## src/rtl/abc_pkg.sv

```systemverilog
// Shared definitions for the {a,b,c} -> select encoder.
// Contents:
//   CODE_S0/CODE_S1/CODE_S2 : the three legal decoder code words
//   abc_entry_t             : packed {s, err} result carried through the queue
//   abc_encode              : maps a code word to its result entry
package abc_pkg;

  localparam logic [2:0] CODE_S0 = 3'b011;
  localparam logic [2:0] CODE_S1 = 3'b000;
  localparam logic [2:0] CODE_S2 = 3'b111;

  typedef struct packed {
    logic [1:0] s;
    logic       err;
  } abc_entry_t;

  // Any word that is not one of the three legal codes maps to s=0 with err set.
  // Select 1 is encoded as 2'b01, so 2'b11 never appears on the output.
  function automatic abc_entry_t abc_encode(input logic [2:0] code);
    abc_entry_t e;
    e.s   = 2'b00;
    e.err = 1'b1;
    case (code)
      CODE_S0: begin e.s = 2'b00; e.err = 1'b0; end
      CODE_S1: begin e.s = 2'b01; e.err = 1'b0; end
      CODE_S2: begin e.s = 2'b10; e.err = 1'b0; end
      default: begin e.s = 2'b00; e.err = 1'b1; end
    endcase
    return e;
  endfunction

endpackage

```

## src/rtl/abc_fifo2.sv

```systemverilog
// Two-entry in-order queue of abc_entry_t.
// Ports:
//   clk, aresetn : clock, asynchronous active-low reset
//   push, push_data : write request and entry (ignored when full)
//   pop             : read request (ignored when empty)
//   full, empty     : decoded from the registered occupancy only
//   head            : oldest entry, forced to zero when empty
module abc_fifo2
  import abc_pkg::*;
(
  input  logic       clk,
  input  logic       aresetn,
  input  logic       push,
  input  abc_entry_t push_data,
  input  logic       pop,
  output logic       full,
  output logic       empty,
  output abc_entry_t head
);

  logic [1:0] occ;
  logic       wr_ptr;
  logic       rd_ptr;
  abc_entry_t mem [2];
  logic       push_ok;
  logic       pop_ok;

  assign full    = (occ == 2'd2);
  assign empty   = (occ == 2'd0);
  assign push_ok = push && !full;
  assign pop_ok  = pop && !empty;
  assign head    = empty ? '0 : mem[rd_ptr];

  always_ff @(posedge clk or negedge aresetn) begin
    if (!aresetn) begin
      occ    <= 2'd0;
      wr_ptr <= 1'b0;
      rd_ptr <= 1'b0;
    end else begin
      if (push_ok) wr_ptr <= ~wr_ptr;
      if (pop_ok)  rd_ptr <= ~rd_ptr;
      // Simultaneous push and pop leaves occupancy unchanged.
      case ({push_ok, pop_ok})
        2'b10:   occ <= occ + 2'd1;
        2'b01:   occ <= occ - 2'd1;
        default: occ <= occ;
      endcase
    end
  end

  // Storage carries data only; validity comes from occ, so no reset is needed.
  always_ff @(posedge clk) begin
    if (push_ok) mem[wr_ptr] <= push_data;
  end

endmodule

```

## src/rtl/abc_encoder.sv

```systemverilog
// Registered inverse of the 2-bit select decoder.
// Ports:
//   clk, aresetn           : clock, asynchronous active-low reset
//   in_valid/in_ready      : input handshake for code word {a,b,c}
//   out_valid/out_ready    : output handshake for the queue head
//   out_s, out_err         : head entry (zero when queue empty)
//   err_clr                : synchronous clear of the illegal-word counter
//   err_cnt                : saturating count of accepted illegal words
module abc_encoder
  import abc_pkg::*;
#(
  parameter int ERR_W = 8
) (
  input  logic             clk,
  input  logic             aresetn,
  input  logic             in_valid,
  output logic             in_ready,
  input  logic             a,
  input  logic             b,
  input  logic             c,
  output logic             out_valid,
  input  logic             out_ready,
  output logic [1:0]       out_s,
  output logic             out_err,
  input  logic             err_clr,
  output logic [ERR_W-1:0] err_cnt
);

  function automatic logic [ERR_W-1:0] sat_inc(input logic [ERR_W-1:0] v);
    return (v == {ERR_W{1'b1}}) ? v : v + ERR_W'(1);
  endfunction

  abc_entry_t entry_p0;
  abc_entry_t head_p1;
  logic       vld_p0;
  logic       bad_p0;
  logic       full;
  logic       empty;

  // Stage 0: map the incoming word and qualify it with the handshake.
  assign entry_p0 = abc_encode({a, b, c});
  assign vld_p0   = in_valid && in_ready;
  assign bad_p0   = vld_p0 && entry_p0.err;

  // Stage 1: two-entry queue; in_ready depends only on registered occupancy.
  abc_fifo2 u_fifo (
    .clk       (clk),
    .aresetn   (aresetn),
    .push      (vld_p0),
    .push_data (entry_p0),
    .pop       (out_ready),
    .full      (full),
    .empty     (empty),
    .head      (head_p1)
  );

  assign in_ready  = !full;
  assign out_valid = !empty;
  assign out_s     = head_p1.s;
  assign out_err   = head_p1.err;

  always_ff @(posedge clk or negedge aresetn) begin
    if (!aresetn) begin
      err_cnt <= '0;
    end else if (err_clr) begin
      // A clear that coincides with an illegal accept counts that word.
      err_cnt <= ERR_W'(bad_p0);
    end else if (bad_p0) begin
      err_cnt <= sat_inc(err_cnt);
    end
  end

endmodule

```

## config.mk

```make
export PLATFORM = sky130hd
export DESIGN_NAME = abc_encoder
export DESIGN_NICKNAME = d
export VERILOG_FILES = /design/src/rtl/abc_pkg.sv /design/src/rtl/abc_fifo2.sv /design/src/rtl/abc_encoder.sv
export SDC_FILE = /design/constraint.sdc
export NUM_CORES = 1
export LEC_CHECK = 0
export CORE_MARGIN = 5
export CORE_UTILIZATION = 44
export DETAILED_ROUTE_END_ITERATION = 12
export PLACE_DENSITY_LB_ADDON = 0.15
export SYNTH_ARGS = -nofsm -noshare
export SYNTH_HDL_FRONTEND = slang
export SYNTH_SLANG_ARGS = --single-unit
```

## constraint.sdc

```tcl
create_clock -name clk -period 1.4 [get_ports clk]
set_input_delay 0.14 -clock clk [delete_from_list [all_inputs] [get_ports clk]]
set_output_delay 0.14 -clock clk [all_outputs]
set_load 0.005 [all_outputs]
```

* Word-level counts from Yosys, hierarchy flattened
Memory sizes are Yosys's and may differ from the RTL's.
Index checks and enable logic that the tools add are counted.
** Cells by class
- Add/subtract/negate cells :: 3
- $mul :: 0
- Div/mod/pow operators :: 0
- Magnitude comparators :: 0
- Equality and inequality tests :: 7
- Shift operators :: 0
- Multiplexer cells :: 8
- Bitwise logic cells :: 2
- Reduce and logical (&&, ||, !) cells :: 11
** Operator list (count)
- 8-bit two-way mux :: 3
- 3-bit case mux with 3 select lines :: 1
- 8-bit by 1-bit adder with 8-bit output, second input constant :: 1
- 8-bit == test, second input constant :: 1
- 2-bit == test, second input constant :: 2
- 1-bit logical AND :: 4
- 2-bit case mux with 2 select lines :: 1
- 2-bit nonzero test :: 2
- 3-bit by 2-bit == test with 1-bit output, second input constant :: 1
- 3-bit == test, second input constant :: 1
- 3-bit zero test :: 1
- 3-bit two-way mux :: 1
- 2-bit by 1-bit adder with 2-bit output, second input constant :: 1
- 2-bit by 1-bit == test with 1-bit output, second input constant :: 1
- 1-bit zero test :: 2
- 2-bit zero test :: 1
- 1-bit two-way mux :: 2
- 2-bit inequality test, second input constant :: 1
- 1-bit NOT :: 2
- 2-bit AND reduction :: 1
- 2-bit by 1-bit subtractor with 2-bit output, second input constant :: 1
** Storage, ports and cells
- Flip-flop bits (word level) :: 12
- Bits in latches :: 0
- RAM bits :: 6
- ROM bits :: 0
- Bits of input ports :: 8
- Output and inout port bits :: 13
- Logic and storage cells :: 36
- Memories :: 1
** Memories
- u_fifo.mem :: words 2, width 3, read ports 1, clocked after memory_dff 0, write ports 1, line abc_fifo2.sv:24 : abc_entry_t mem [2];

* Depth between registers and ports, before layout
Gate-level depths: netlist of run 1.
- Word-level depth :: 6
- Depth in mapped cells :: 6
- Mapped depth without buffers :: 6

* Hierarchy
From an unflattened synthesis of run 1, not the netlist that was laid out.
** Second synthesis, totals
- Cell total of the unflattened synthesis :: 90
- Area, all modules :: 944.7 sq um
** By module, submodules not included
- abc_encoder :: times used 1, cells each 59, area each 519.2 sq um, seq. area each 200.2 sq um
- abc_fifo2 :: times used 1, cells each 31, area each 425.4 sq um, seq. area each 280.3 sq um

* Worst setup path after synthesis of run 1
OpenSTA, ideal clock, no wires.
- Kind :: reg-to-reg
- From :: register err_cnt[0]
- To :: register err_cnt[5]
- Library setup time :: 0.125 ns
- Arrival time :: 1.468 ns
- Required time :: 1.275 ns
- Path slack :: -0.192 ns
- Cell stages (with the launch flop) :: 6
- Buffers on the path :: 0
- Clock period less this slack :: 1.592 ns
- Cell sequence :: dfrtp_1 > ha_1 > nand2_1 > nor3_2 > nor4_1 > mux2_2
** Between the ends
- Cells in the longest elaborated chain, start to end :: 4
- Elaborated cells on any way between the ends :: 7
- Classes of those cells :: add/sub: 1; eq/ne: 2; mux: 3; reduce/logical: 1
** Ends and longest elaborated chain
- start: declaration :: line abc_encoder.sv:26 : output logic [ERR_W-1:0] err_cnt
- start signal: assignment :: line abc_encoder.sv:67 : err_cnt <= ERR_W'(bad_p0);
- start signal: assignment :: line abc_encoder.sv:69 : err_cnt <= sat_inc(err_cnt);
- 8-bit by 1-bit adder with 8-bit output :: line abc_encoder.sv:30 : return (v == {ERR_W{1'b1}}) ? v : v + ERR_W'(1);
- 8-bit two-way mux :: line abc_encoder.sv:30
- 8-bit two-way mux :: line abc_encoder.sv:68 : end else if (bad_p0) begin
- 8-bit two-way mux :: line abc_encoder.sv:65 : end else if (err_clr) begin
Several ways; a longest one is shown, not always the timed one. The select of a mux whose other input is x is not followed.
A chain may end at the register's enable or synchronous reset.

* Worst setup path in the final report of run 1
- From :: register u_fifo.occ[1]
- To :: register err_cnt[3]
** Between the ends
- Cells in the longest elaborated chain, start to end :: 6
** Ends and longest elaborated chain
- start: declaration :: line abc_fifo2.sv:21 : logic [1:0] occ;
- start signal: assignment :: line abc_fifo2.sv:44 : 2'b10: occ <= occ + 2'd1;
- start signal: assignment :: line abc_fifo2.sv:45 : 2'b01: occ <= occ - 2'd1;
- 2-bit == test :: line abc_fifo2.sv:28 : assign full = (occ == 2'd2);
- 1-bit zero test :: line abc_encoder.sv:57 : assign in_ready = !full;
- 1-bit logical AND :: line abc_encoder.sv:42 : assign vld_p0 = in_valid && in_ready;
- 1-bit logical AND :: line abc_encoder.sv:43 : assign bad_p0 = vld_p0 && entry_p0.err;
- 2-bit nonzero test (no source line)
- 2-bit AND reduction (no source line)
No other way between the ends.

==> results.json, run 1 <==
{
  "final_worst_clock_skew_ns": 0.00410,
  "num_antenna_cells": 0,
  "rrSetupSlack_ns": -0.12,
  "dr.pass1.iters": 4,
  "place_ws_ns": -0.308,
  "wl_per_instance_um": 14.4,
  "final_layout_size_suffix_gt1_share_pct": 44.1,
  "maximum_number_of_pins_on_one_net_before_global_route_repair": 13,
  "vias": 840,
  "synth_ff_type": "dfrtp_1",
  "cp_max_fo": 7,
  "critical_register_to_register_path_endpoint": "err_cnt[3]$_DFFE_PN0P_",
  "period_minus_slack_ns": 1.52,
  "unrepaired_setup_endpoints_after_global_routing": "true",
  "run_status": "finished with violations",
  "setup-tns-final_ns": -0.447,
  "fmaxAchievable_ghz": 0.658,
  "finalSetupViolations": 7,
  "synth_edf_count": 6,
  "ir_worst_vdd_mv": 1.09,
  "area.growth.synth_to_final_pct": 61.1,
  "ff2ff_path_depth": 4,
  "route.detailed.vias_per_inst": 5.15,
  "clock_tree.htree_level_count": 1,
  "startpoint_type": "register",
  "totalPowerFinal_mw": 2.15,
  "critPathCaptureType": "register",
  "cts_tree": "done",
  "cell_total_after_placement": 154,
  "relSlewSlack_pct": 73.6,
  "postLayoutCoreUtil_pct": 75.3,
  "postSynthAreaPerCell_um2": 10.8,
  "synth-seq-cells": 18,
  "worstPathRequired_ns": 1.62,
  "power_density_nw_per_um2": 1430,
  "worst_ep_arrival_time_ns": 1.74,
  "finalNonFillerCells": 163,
  "initial_core_utilization_pct": 46.8,
  "die_height_um": 56.1,
  "grt_pass1_vias": 808,
  "power_leakage_nw": 0.700,
  "hold_viol": 0,
  "hold_path.class": "in2async",
  "fp.coreArea_um2": 2000,
  "cts-buffers-inserted": 3,
  "post-route-period-util_pct": 108,
  "cts.hold.buffers_added": 0,
  "io-pin-count": 21,
  "tightestPinTransition_ns": 0.395,
  "cts_buffer_depth": 2,
  "most_common_cell_after_layout_fill_and_taps_aside": "buf_4",
  "initial_drt_markers": 23,
  "number_of_nets_in_the_final_layout": 147,
  "share_of_flip_flops_with_an_asynchronous_set_or_reset_after_synthesis_pct": 66.7,
  "post-dp-hpwl_um": 1640,
  "synth_area_um2": 936,
  "worstReg2RegStart": "u_fifo.occ[1]$_DFFE_PN0P_",
  "path_class": "reg2reg",
  "yosysWarnings": 0,
  "antenna_left": 0,
  "antenna_found_initial": 0,
  "crit_path_start": "u_fifo.occ[1]$_DFFE_PN0P_",
  "cts.root.buffer_cell": "clkbuf_4",
  "clkLatencyLatePin_ns": 0.29,
  "wirelength_um": 2350,
  "synthDistinctLibCells": 37,
  "synthesis.nets": 97,
  "synth-seq-area-share_pct": 51.3,
  "maxSlewViolCount": 0,
  "die_area_um2": 3150,
  "clk_pin_slew_worst_paths_ns": 0.11,
  "total_gr_overflow": 0,
  "track_usage_pct": 15.0,
  "remaining_drc_errors": 0,
  "placed_cell_area_um2": 1360,
  "placementRows": 16,
  "final.setup.worst_slack_ns": -0.119,
  "max-cap-violations": 0,
  "routabilityCongestion": 0.815,
  "whs_ns": 0.145,
  "die-width_um": 56.1,
  "synthesis.instances": 87,
  "stdcell_area_um2": 1510,
  "number_of_sinks_on_the_clock_net": 18,
  "grt_pass1_wl_um": 3650,
  "buffer_ports.inserted": 20,
  "violated_checks": "negative setup slack",
  "most-common-layout-cells": "buf_4 (22), dfrtp_1 (12), clkdlybuf4s50_1 (7), dlygate4sd2_1 (7)"
}
-- kinds of logic after synthesis --
family	count (synthesis)	share of synthesized area, %
AO/OA/AOI/OAI	16	11.5
adder cells (fa/ha/maj)	2	2.67
AND/OR/NAND/NOR	34	22.1
flip-flops	18	51.3
buffers and inverters	8	3.34
multiplexers	4	4.41
XOR/XNOR	5	4.68
-- where the power goes --
group	internal [mW]	leakage, nW	switching (mW)
Clock	0.104	0.0154	0.166
Combinational	0.637	0.472	0.474
Sequential	0.676	0.213	0.0956
Total	1.42	0.700	0.736
-- routing by layer --
layer  vias to the layer above  share of wire [%]  GRT usage (%)
li1                        416                  -              -
met1                       408                 47           21.6
met2                        14                 50           22.0
met3                         2                2.3           2.78
met4                         0               0.51           5.76
met5                         -                  0              0
-- layout make-up --
class                           count  area, µm²
Clock buffer                        3       22.5
Clock inverter                      1       3.75
Fill cell                         136        494
Inverter                            5       18.8
Multi-Input combinational cell     61        542
Sequential cell                    18        480
Tap cell                           27       33.8
Timing Repair Buffer               48        407
-- how the worst max path moves through the flow --
stage	slack, ns	cells after the start	endpoint
after detailed placement	-0.31	5	err_cnt[5]$_DFFE_PN0P_
after global placement	-0.28	5	err_cnt[5]$_DFFE_PN0P_
after CTS	-0.10	2	err_cnt[0]
after floorplan	-0.10	5	err_cnt[5]$_DFFE_PN0P_
final	-0.12	4	err_cnt[3]$_DFFE_PN0P_
after global routing	-0.18	4	err_cnt[3]$_DFFE_PN0P_
-- worst max-delay path, stage by stage, from the launching register on --
cell	delay, ns
dfrtp_1	0.39
or2b_4	0.25
nand4_4	0.13
or4_4	0.55
a21oi_2	0.13
-- sequential cells by signal, indices dropped and copies added (netlist names) --
name and flops:
u_fifo.wr_ptr 1, err_cnt 8, u_fifo.rd_ptr 1, u_fifo.mem 6
u_fifo.occ 2
-- cells in the mapped netlist, drive strengths merged, types with 3 or more instances --
cell / n / area [µm²]
edfxtp: 6 / 180
a21oi: 5 / 25.0
dfrtp: 12 / 300
inv: 5 / 18.8
xnor2: 3 / 26.3
nand2: 7 / 26.3
mux2i: 3 / 30.0
nor2: 9 / 33.8
-- what timing repair did --
item	in CTS	in global routing
cloned	0	0
setup endpoints to repair	21	16
gates resized for setup	41	13
pin swaps	8	8
setup buffers	2	3
No activity file was read; power rests on OpenSTA's default activity.
==> run 2, diff against run 1 <==
--- a/config.mk
+++ b/config.mk
@@ -5,6 +5,7 @@
 export SDC_FILE = /design/constraint.sdc
 export NUM_CORES = 1
 export LEC_CHECK = 0
+export CAP_MARGIN = 5
 export CORE_MARGIN = 5
 export CORE_UTILIZATION = 44
 export DETAILED_ROUTE_END_ITERATION = 12
==> results of run 2 <==
The final DEF is identical to that of run 1; final timing and power are the same.
